--- config.mk ---
export PLATFORM = sky130hd
export DESIGN_NAME = m_rout_uart
export DESIGN_NICKNAME = d
export VERILOG_FILES = /design/src/rtl/m_rout_uart_pkg.sv /design/src/rtl/m_sync_fifo.sv /design/src/rtl/m_rout_uart.sv
export SDC_FILE = /design/constraint.sdc
export NUM_CORES = 1
export LEC_CHECK = 0
export ABC_AREA = 1
export BUFFER_PORTS_ARGS = -buffer_cell sky130_fd_sc_hd__buf_2
export CELL_PAD_IN_SITES_DETAIL_PLACEMENT = 1
export CELL_PAD_IN_SITES_GLOBAL_PLACEMENT = 2
export CORE_MARGIN = 3
export CORE_UTILIZATION = 30
export DETAILED_ROUTE_END_ITERATION = 10
export GPL_TIMING_DRIVEN = 0
export PLACE_DENSITY_LB_ADDON = 0.1
export REMOVE_ABC_BUFFERS = 1
export SLEW_MARGIN = 20
export SYNTH_ARGS = -nofsm -noshare
export SYNTH_HDL_FRONTEND = slang
export SYNTH_SLANG_ARGS = --single-unit
--- constraint.sdc ---
create_clock -name w_clk -period 5.5 [get_ports w_clk]
set_input_delay 0.55 -clock w_clk [delete_from_list [all_inputs] [get_ports w_clk]]
set_output_delay 0.55 -clock w_clk [all_outputs]
set_load 0.05 [all_outputs]
--- src/rtl/m_rout_uart_pkg.sv ---
// Shared types and constants for the result-word UART tracer.
// Optional macro ROUT_UART_PARITY_EN adds the PARITY state (8E1 framing).
package m_rout_uart_pkg;

    typedef enum logic [2:0] {
        ST_IDLE,
        ST_LOAD,
        ST_START,
        ST_DATA,
`ifdef ROUT_UART_PARITY_EN
        ST_PARITY,
`endif
        ST_STOP
    } state_e;

    localparam logic [7:0] CHR_0  = 8'h30;
    localparam logic [7:0] CHR_A  = 8'h41;
    localparam logic [7:0] CHR_CR = 8'h0D;
    localparam logic [7:0] CHR_LF = 8'h0A;

    localparam int CHARS_PER_WORD = 10;

    function automatic logic [7:0] nibble_to_ascii(input logic [3:0] nib);
        logic [7:0] res;
        if (nib < 4'd10) begin
            res = CHR_0 + {4'b0000, nib};
        end else begin
            res = CHR_A + {4'b0000, nib} - 8'd10;
        end
        return res;
    endfunction

endpackage

--- src/rtl/m_sync_fifo.sv ---
// Single-clock FIFO with pointer + count; a push on a full FIFO is still
// accepted when a pop happens in the same cycle.
module m_sync_fifo #(
    parameter int WIDTH = 32,
    parameter int DEPTH = 4
) (
    input  logic             clk_i,
    input  logic             rst_ni,
    input  logic             push_i,
    input  logic [WIDTH-1:0] data_i,
    input  logic             pop_i,
    output logic [WIDTH-1:0] data_o,
    output logic             full_o,
    output logic             empty_o
);

    localparam int AW = (DEPTH > 1) ? $clog2(DEPTH) : 1;
    localparam logic [AW:0] COUNT_FULL = (AW + 1)'(DEPTH);

    logic [WIDTH-1:0] mem_q [DEPTH];
    logic [AW-1:0]    wr_ptr_q, wr_ptr_d;
    logic [AW-1:0]    rd_ptr_q, rd_ptr_d;
    logic [AW:0]      count_q, count_d;
    logic             wr_en;
    logic             rd_en;

    assign full_o  = (count_q == COUNT_FULL);
    assign empty_o = (count_q == '0);
    assign data_o  = mem_q[rd_ptr_q];

    assign wr_en = push_i && (!full_o || pop_i);
    assign rd_en = pop_i && !empty_o;

    // DEPTH is a power of two, so the pointers wrap by plain overflow.
    always_comb begin
        wr_ptr_d = wr_ptr_q;
        rd_ptr_d = rd_ptr_q;
        count_d  = count_q;
        if (wr_en) begin
            wr_ptr_d = wr_ptr_q + 1'b1;
        end
        if (rd_en) begin
            rd_ptr_d = rd_ptr_q + 1'b1;
        end
        case ({wr_en, rd_en})
            2'b10:   count_d = count_q + 1'b1;
            2'b01:   count_d = count_q - 1'b1;
            default: count_d = count_q;
        endcase
    end

    always_ff @(posedge clk_i or negedge rst_ni) begin
        if (!rst_ni) begin
            wr_ptr_q <= '0;
            rd_ptr_q <= '0;
            count_q  <= '0;
        end else begin
            wr_ptr_q <= wr_ptr_d;
            rd_ptr_q <= rd_ptr_d;
            count_q  <= count_d;
        end
    end

    always_ff @(posedge clk_i) begin
        if (wr_en) begin
            mem_q[wr_ptr_q] <= data_i;
        end
    end

endmodule

--- src/rtl/m_rout_uart.sv ---
// Streams every change of the processor result word as 8 hex chars + CR LF
// over UART. Define ROUT_UART_PARITY_EN for 8E1 framing instead of 8N1.
module m_rout_uart
    import m_rout_uart_pkg::*;
#(
    parameter int CLKS_PER_BIT = 868,
    parameter int FIFO_DEPTH   = 4,
    parameter int DATA_W       = 32
) (
    input  logic              w_clk,
    input  logic              w_rst_n,
    input  logic [DATA_W-1:0] w_rout,
    output logic              w_txd,
    output logic              w_busy,
    output logic [7:0]        w_drop_cnt
);

    localparam int CW = (CLKS_PER_BIT > 2) ? $clog2(CLKS_PER_BIT) : 1;
    localparam logic [CW-1:0] CNT_LAST = CW'(CLKS_PER_BIT - 1);
    localparam logic [3:0]    IDX_LAST = 4'(CHARS_PER_WORD - 1);

    state_e            state_q, state_d;
    logic [DATA_W-1:0] prev_q;
    logic [DATA_W-1:0] word_q, word_d;
    logic [3:0]        idx_q, idx_d;
    logic [2:0]        bit_q, bit_d;
    logic [CW-1:0]     cnt_q, cnt_d;
    logic [7:0]        shift_q, shift_d;
    logic              txd_q, txd_d;
    logic [7:0]        drop_q;
`ifdef ROUT_UART_PARITY_EN
    logic              par_q, par_d;
`endif

    logic              push;
    logic              pop;
    logic              fifo_full;
    logic              fifo_empty;
    logic [DATA_W-1:0] fifo_dout;
    logic              drop;
    logic              cnt_done;
    logic [3:0]        nib;
    logic [7:0]        char_sel;

    assign push = (w_rout != prev_q);
    assign drop = push && fifo_full && !pop;

    m_sync_fifo #(
        .WIDTH (DATA_W),
        .DEPTH (FIFO_DEPTH)
    ) u_fifo (
        .clk_i   (w_clk),
        .rst_ni  (w_rst_n),
        .push_i  (push),
        .data_i  (w_rout),
        .pop_i   (pop),
        .data_o  (fifo_dout),
        .full_o  (fifo_full),
        .empty_o (fifo_empty)
    );

    // Nibble for char i sits at bit 28-4i, i.e. 4*(7-i) = {~i, 2'b00}.
    always_comb begin
        nib = 4'(word_q >> {1'b0, ~idx_q[2:0], 2'b00});
        case (idx_q)
            4'd8:    char_sel = CHR_CR;
            4'd9:    char_sel = CHR_LF;
            default: char_sel = nibble_to_ascii(nib);
        endcase
    end

    assign cnt_done = (cnt_q == CNT_LAST);

    always_comb begin
        state_d = state_q;
        word_d  = word_q;
        idx_d   = idx_q;
        bit_d   = bit_q;
        cnt_d   = cnt_q;
        shift_d = shift_q;
        pop     = 1'b0;
`ifdef ROUT_UART_PARITY_EN
        par_d   = par_q;
`endif
        case (state_q)
            ST_IDLE: begin
                if (!fifo_empty) begin
                    pop     = 1'b1;
                    word_d  = fifo_dout;
                    idx_d   = '0;
                    state_d = ST_LOAD;
                end
            end
            ST_LOAD: begin
                shift_d = char_sel;
`ifdef ROUT_UART_PARITY_EN
                par_d   = ^char_sel;
`endif
                cnt_d   = '0;
                state_d = ST_START;
            end
            ST_START: begin
                if (cnt_done) begin
                    cnt_d   = '0;
                    bit_d   = '0;
                    state_d = ST_DATA;
                end else begin
                    cnt_d = cnt_q + 1'b1;
                end
            end
            ST_DATA: begin
                if (cnt_done) begin
                    cnt_d = '0;
                    if (bit_q == 3'd7) begin
`ifdef ROUT_UART_PARITY_EN
                        state_d = ST_PARITY;
`else
                        state_d = ST_STOP;
`endif
                    end else begin
                        bit_d   = bit_q + 1'b1;
                        shift_d = {1'b0, shift_q[7:1]};
                    end
                end else begin
                    cnt_d = cnt_q + 1'b1;
                end
            end
`ifdef ROUT_UART_PARITY_EN
            ST_PARITY: begin
                if (cnt_done) begin
                    cnt_d   = '0;
                    state_d = ST_STOP;
                end else begin
                    cnt_d = cnt_q + 1'b1;
                end
            end
`endif
            ST_STOP: begin
                if (cnt_done) begin
                    cnt_d   = '0;
                    idx_d   = idx_q + 1'b1;
                    state_d = (idx_q == IDX_LAST) ? ST_IDLE : ST_LOAD;
                end else begin
                    cnt_d = cnt_q + 1'b1;
                end
            end
            default: state_d = ST_IDLE;
        endcase
    end

    // The line level is registered from the next state so w_txd never glitches.
    always_comb begin
        case (state_d)
            ST_START:  txd_d = 1'b0;
            ST_DATA:   txd_d = shift_d[0];
`ifdef ROUT_UART_PARITY_EN
            ST_PARITY: txd_d = par_d;
`endif
            default:   txd_d = 1'b1;
        endcase
    end

    always_ff @(posedge w_clk or negedge w_rst_n) begin
        if (!w_rst_n) begin
            state_q <= ST_IDLE;
            prev_q  <= '0;
            word_q  <= '0;
            idx_q   <= '0;
            bit_q   <= '0;
            cnt_q   <= '0;
            shift_q <= '0;
            txd_q   <= 1'b1;
            drop_q  <= '0;
`ifdef ROUT_UART_PARITY_EN
            par_q   <= 1'b0;
`endif
        end else begin
            state_q <= state_d;
            prev_q  <= w_rout;
            word_q  <= word_d;
            idx_q   <= idx_d;
            bit_q   <= bit_d;
            cnt_q   <= cnt_d;
            shift_q <= shift_d;
            txd_q   <= txd_d;
            if (drop && (drop_q != 8'hFF)) begin
                drop_q <= drop_q + 1'b1;
            end
`ifdef ROUT_UART_PARITY_EN
            par_q   <= par_d;
`endif
        end
    end

    assign w_txd      = txd_q;
    assign w_busy     = (state_q != ST_IDLE) || !fifo_empty;
    assign w_drop_cnt = drop_q;

endmodule

==> impl_summary.md <==
Power
The peak supply drop is 0.1887 mV. Of the total power, the clock network draws 0.478. The cell-internal power is 3042 µW. The part of the total power dissipated in sequential elements is 0.490. Power spread over the standard cell area amounts to 329.5 mW/mm². Of the total power, the share spent switching nets is 0.2122. The share of total power dissipated in combinational logic is 0.031. For this design the static power due to leakage is 0.004575 µW. Summed over all nets, the switching power comes to 819.6 µW.

Setup path
STA classifies the critical path endpoint as a flip-flop. The endpoint identified for the worst register-to-register timing path is u_fifo.mem_q[3][5]. The category of the most critical setup path is reg2reg.

Setup slack on the worst reg-to-reg path comes out at 2.35 ns. The largest fanout on the critical path is 17. For the worst flop-to-flop path, the logic depth is 8. The sort of element at the start of the critical path is a flip-flop. Data on the critical path arrives at its endpoint at 3.38 ns. For the worst setup path, the data required time is 5.73 ns.

The beginning of the worst register-to-register path is state_q[0].

Logic synthesis
The mean area per synthesized cell is 10.83 µm². The number of distinct standard cells referenced by the synthesized netlist is 44. The dominant combinational cell family by area after synthesis is simple AND/OR/NAND/NOR gates. The cell count after synthesis came out at 913. After synthesis the cells add up to 0.009888 mm². Of the total synthesized cell area, the portion taken by full adders, half adders and majority gates is 0.01847. After synthesis, the share of cell area in mux cells is 0. For this run, the number of Yosys warnings is 0. The share of the synthesized netlist area taken by xor and xnor gates is 0.03012.

The share of the Yosys chip area taken by registers is 0.6596. Counting flops and latches in the post-synthesis netlist gives 235. The share of the synthesized area in compound gates (AO/OA/AOI/OAI) is 0.1016. The post-synthesis share of cell area spent on and, or, nand and nor gates is 0.1408.

Floorplan
The die extent in x is 187.6 µm. The initial utilization of the core area, before any placement, comes to 0.3086. After floorplanning, the core was divided into 65 placement rows. The die area is 0.03518 mm².

The die is 187.6 µm tall. The count of boundary I/O pins is 44. The core region is 0.03204 mm².

Timing
The final number of setup-violating endpoints is 0. For the pin with the worst max-slew slack, the measured transition is 0.7972 ns. The worst path meets setup with 2.347 ns of slack. The count of final hold-check violations was 0. Based on the critical path, the design can be clocked at up to 0.3172 GHz.

The max-slew violation count is 0. Setup repair after global routing left no endpoint under its margin. Dividing the final minimum period by the clock period gives 0.5733. The clock skew after layout is 0.01781 ns.

The minimum clock period after layout is 3.153 ns. In the final timing run, aggregate negative setup slack is 0 ns. Headroom to the max-slew limit came out at 0.4685.

Global routing
The via count of the first global-routing pass is 6,974. In the global route stage, overall resource usage came out at 0.1365. The overall overflow remaining after global route is 0. The wire length of the first global-routing pass is 38,830 µm. The largest net degree at the start of global routing is 66. The number of antenna violations at the first check in global routing is 0.

Run
The number of max-capacitance violations reported is 0.

Clocking
TritonCTS built the clock tree. After clock tree synthesis, the clock-pin slew on the worst setup and hold paths is 0.06 ns. The total number of H-tree levels is 1.

The number of setup buffers added after CTS is 0. The tree is rooted in a sky130_fd_sc_hd__clkbuf_16. The TritonCTS buffer count is 27. The latest clock arrival within the worst-skew pair is 0.54 ns. The buffer levels on the longest clock path is 3. CTS saw 235 sinks.

Drt
Summing over every cut layer, the via total after detailed routing is 6,541. In the routed design, unresolved DRC markers number 0. The routed length per instance is 16.66 µm.

Wires add up to 23,650 µm. Using the TritonRoute via totals, the vias-per-cell ratio works out to 4.606. The number of detailed-route iterations in the first pass is 4. In this run the remaining antenna-violating nets after routing total 0. The initial DRC count is 282.

Worst hold path
For hold timing, the worst endpoint is prev_q[25]. Along the worst hold path, the cell count comes to 1. The type of the most critical hold path is in2reg. The startpoint identified for the worst hold timing path is w_rout[25].

Layout
The share of layout cells above drive strength 1 is 0.1381. The layout overhead on the synthesized area is 18.51%. The count of nets after finishing is 1,013. For this run, the share of the core covered by cells in the final layout is 0.3657. Leaving out fill and tap cells, the most frequent cell in the layout is sky130_fd_sc_hd__nand2_1. After the flow finishes, the layout carries non-filler instances totaling 1,420. Once layout is done, the placed cells without fillers occupy 0.01172 mm².

Leaving out fill and tap cells, the most frequent cells in the layout are sky130_fd_sc_hd__nand2_1 (130), sky130_fd_sc_hd__edfxtp_1 (128), sky130_fd_sc_hd__nor2_1 (117). The antenna diode count is 0.

Placement
The final weighted congestion of routability-driven global placement is 0.7135. The number of placed instances, taps included, is 1,370. The final HPWL from detailed placement is 15,080 µm. The pre-CTS worst setup slack is 2.104 ns. The port buffer count is 43.

Once placement finished, the instance area stood at 0.01079 mm².

Status
The flow ran to the end, and the final reports show no timing, DRC or antenna violations.
==> how the worst max path moves through the flow <==
stage               start                 end  slack [ns]  cells past startpoint
2_1_floorplan  state_q[1]  u_fifo.mem_q[0][0]        1.43                      7
3_3_place_gp   state_q[0]  u_fifo.mem_q[3][6]       -1.55                      7
3_5_place_dp    w_rout[0]   u_fifo.count_q[2]        2.10                     14
4_1_cts        state_q[0]  u_fifo.mem_q[3][6]        2.18                      8
5_1_grt        state_q[0]  u_fifo.mem_q[3][2]        2.04                      8
6_report       state_q[0]  u_fifo.mem_q[3][5]        2.35                      8
==> synth_stat cells <==
| library cell | instances | share of area |
|---|---|---|
| sky130_fd_sc_hd__nand2_1 | 130 | 0.049 |
| sky130_fd_sc_hd__edfxtp_1 | 128 | 0.39 |
| sky130_fd_sc_hd__nor2_1 | 121 | 0.046 |
| sky130_fd_sc_hd__dfrtp_1 | 106 | 0.27 |
| sky130_fd_sc_hd__o21ai_0 | 92 | 0.047 |
| sky130_fd_sc_hd__inv_1 | 75 | 0.028 |
| sky130_fd_sc_hd__nand3_1 | 36 | 0.018 |
| sky130_fd_sc_hd__o22ai_1 | 31 | 0.020 |
| sky130_fd_sc_hd__o21ai_1 | 27 | 0.014 |
| sky130_fd_sc_hd__xnor2_1 | 26 | 0.023 |
| sky130_fd_sc_hd__clkbuf_1 | 16 | 0.0061 |
| sky130_fd_sc_hd__inv_2 | 16 | 0.0061 |
| sky130_fd_sc_hd__a21oi_1 | 13 | 0.0066 |
| sky130_fd_sc_hd__ha_1 | 13 | 0.016 |
| sky130_fd_sc_hd__buf_2 | 12 | 0.0061 |
| sky130_fd_sc_hd__xor2_1 | 8 | 0.0071 |
| sky130_fd_sc_hd__nand4_1 | 7 | 0.0044 |
| sky130_fd_sc_hd__a31oi_1 | 6 | 0.0038 |
| sky130_fd_sc_hd__o211ai_1 | 6 | 0.0046 |
| sky130_fd_sc_hd__nand2_2 | 5 | 0.0032 |
| sky130_fd_sc_hd__nor3_1 | 5 | 0.0025 |
| sky130_fd_sc_hd__or2_0 | 5 | 0.0032 |
| sky130_fd_sc_hd__a22o_1 | 3 | 0.0027 |
| sky130_fd_sc_hd__nor2_4 | 3 | 0.0034 |
| sky130_fd_sc_hd__buf_1 | 2 | 0.00076 |
| sky130_fd_sc_hd__nor4_1 | 2 | 0.0013 |
| sky130_fd_sc_hd__o31ai_1 | 2 | 0.0015 |
| sky130_fd_sc_hd__a22oi_1 | 1 | 0.00076 |
| sky130_fd_sc_hd__a32o_1 | 1 | 0.0010 |
| sky130_fd_sc_hd__and3_1 | 1 | 0.00063 |
| sky130_fd_sc_hd__buf_4 | 1 | 0.00076 |
| sky130_fd_sc_hd__buf_6 | 1 | 0.0011 |
| sky130_fd_sc_hd__dfstp_2 | 1 | 0.0027 |
| sky130_fd_sc_hd__fa_1 | 1 | 0.0020 |
| sky130_fd_sc_hd__nand2_4 | 1 | 0.0011 |
| sky130_fd_sc_hd__nand3_2 | 1 | 0.0010 |
| sky130_fd_sc_hd__nand4_2 | 1 | 0.0013 |
| sky130_fd_sc_hd__nor2_2 | 1 | 0.00063 |
| sky130_fd_sc_hd__nor3_2 | 1 | 0.0010 |
| sky130_fd_sc_hd__nor3_4 | 1 | 0.0016 |
| sky130_fd_sc_hd__nor3b_1 | 1 | 0.00076 |
| sky130_fd_sc_hd__o32ai_1 | 1 | 0.00089 |
| sky130_fd_sc_hd__or2_1 | 1 | 0.00063 |
| sky130_fd_sc_hd__or2_2 | 1 | 0.00063 |
==> registers in the layout (all words and copies together), names as in the netlist, 2 cells and up <==
signal,flops
w_drop_cnt,8
u_fifo.rd_ptr_q,2
idx_q,4
shift_q,7
prev_q,32
state_q,3
u_fifo.wr_ptr_q,2
cnt_q,10
u_fifo.mem_q,128
bit_q,3
word_q,32
u_fifo.count_q,3
==> critical path: stages (launching register included) <==
cell and delay, ns:
sky130_fd_sc_hd__dfrtp_1 0.42, sky130_fd_sc_hd__nor2_1 0.17, sky130_fd_sc_hd__inv_2 0.08, sky130_fd_sc_hd__nor3_4 0.55
sky130_fd_sc_hd__inv_2 0.24, sky130_fd_sc_hd__nand2_1 0.11, sky130_fd_sc_hd__nand2_1 0.31, sky130_fd_sc_hd__nor2_4 0.68
sky130_fd_sc_hd__buf_12 0.25
==> power groups by stage <==
stage / Clock, µW / Sequential (µW) / Combinational, µW
3_5_place_dp: 0 / 1930 / 124
6_report: 1850 / 1890 / 120
4_1_cts: 1910 / 1890 / 125
3_3_place_gp: 0 / 1930 / 120
2_1_floorplan: 0 / 1950 / 35.4
5_1_grt: 1980 / 1900 / 138
==> logic make-up after synthesis <==
| family | Yosys count |
|---|---|
| XOR/XNOR | 34 |
| flip-flops | 235 |
| AND/OR/NAND/NOR | 324 |
| AO/OA/AOI/OAI | 183 |
| buffers and inverters | 123 |
| adder cells (fa/ha/maj) | 14 |
==> routing by layer <==
layer / up-vias / share of wire / GRT usage
met5: - / 0 / 0
met4: 0 / 0.022 / 0.03405
met3: 34 / 0.029 / 0.01944
met2: 61 / 0.45 / 0.2182
met1: 3246 / 0.50 / 0.1963
li1: 3200 / - / -
==> cell type report <==
cell class	count	area, µm²
clock buffer	32	724.4
sequential	235	6528
clock inverter	17	196.4
tap	435	544.3
fill	3580	20320
timing repair buffer	55	474.2
multi-input combinational	555	2908
inverter	91	344.1
==> through the flow <==
| step | hold slack [ns] | total power, µW |
|---|---|---|
| floorplan | 0.2544 | 1986 |
| global placement | 0.4737 | 2048 |
| detailed placement | 0.4740 | 2053 |
| CTS | 0.1547 | 3933 |
| global route | 0.1725 | 4013 |
| finish | 0.1894 | 3862 |
==> repair_timing <==
| action | in CTS | in global routing |
|---|---|---|
| hold buffers | 1 | 0 |
| hold endpoints to repair | 41 | 0 |
| gates resized for setup | 0 | 0 |
No activity file was read; power rests on OpenSTA's default activity.
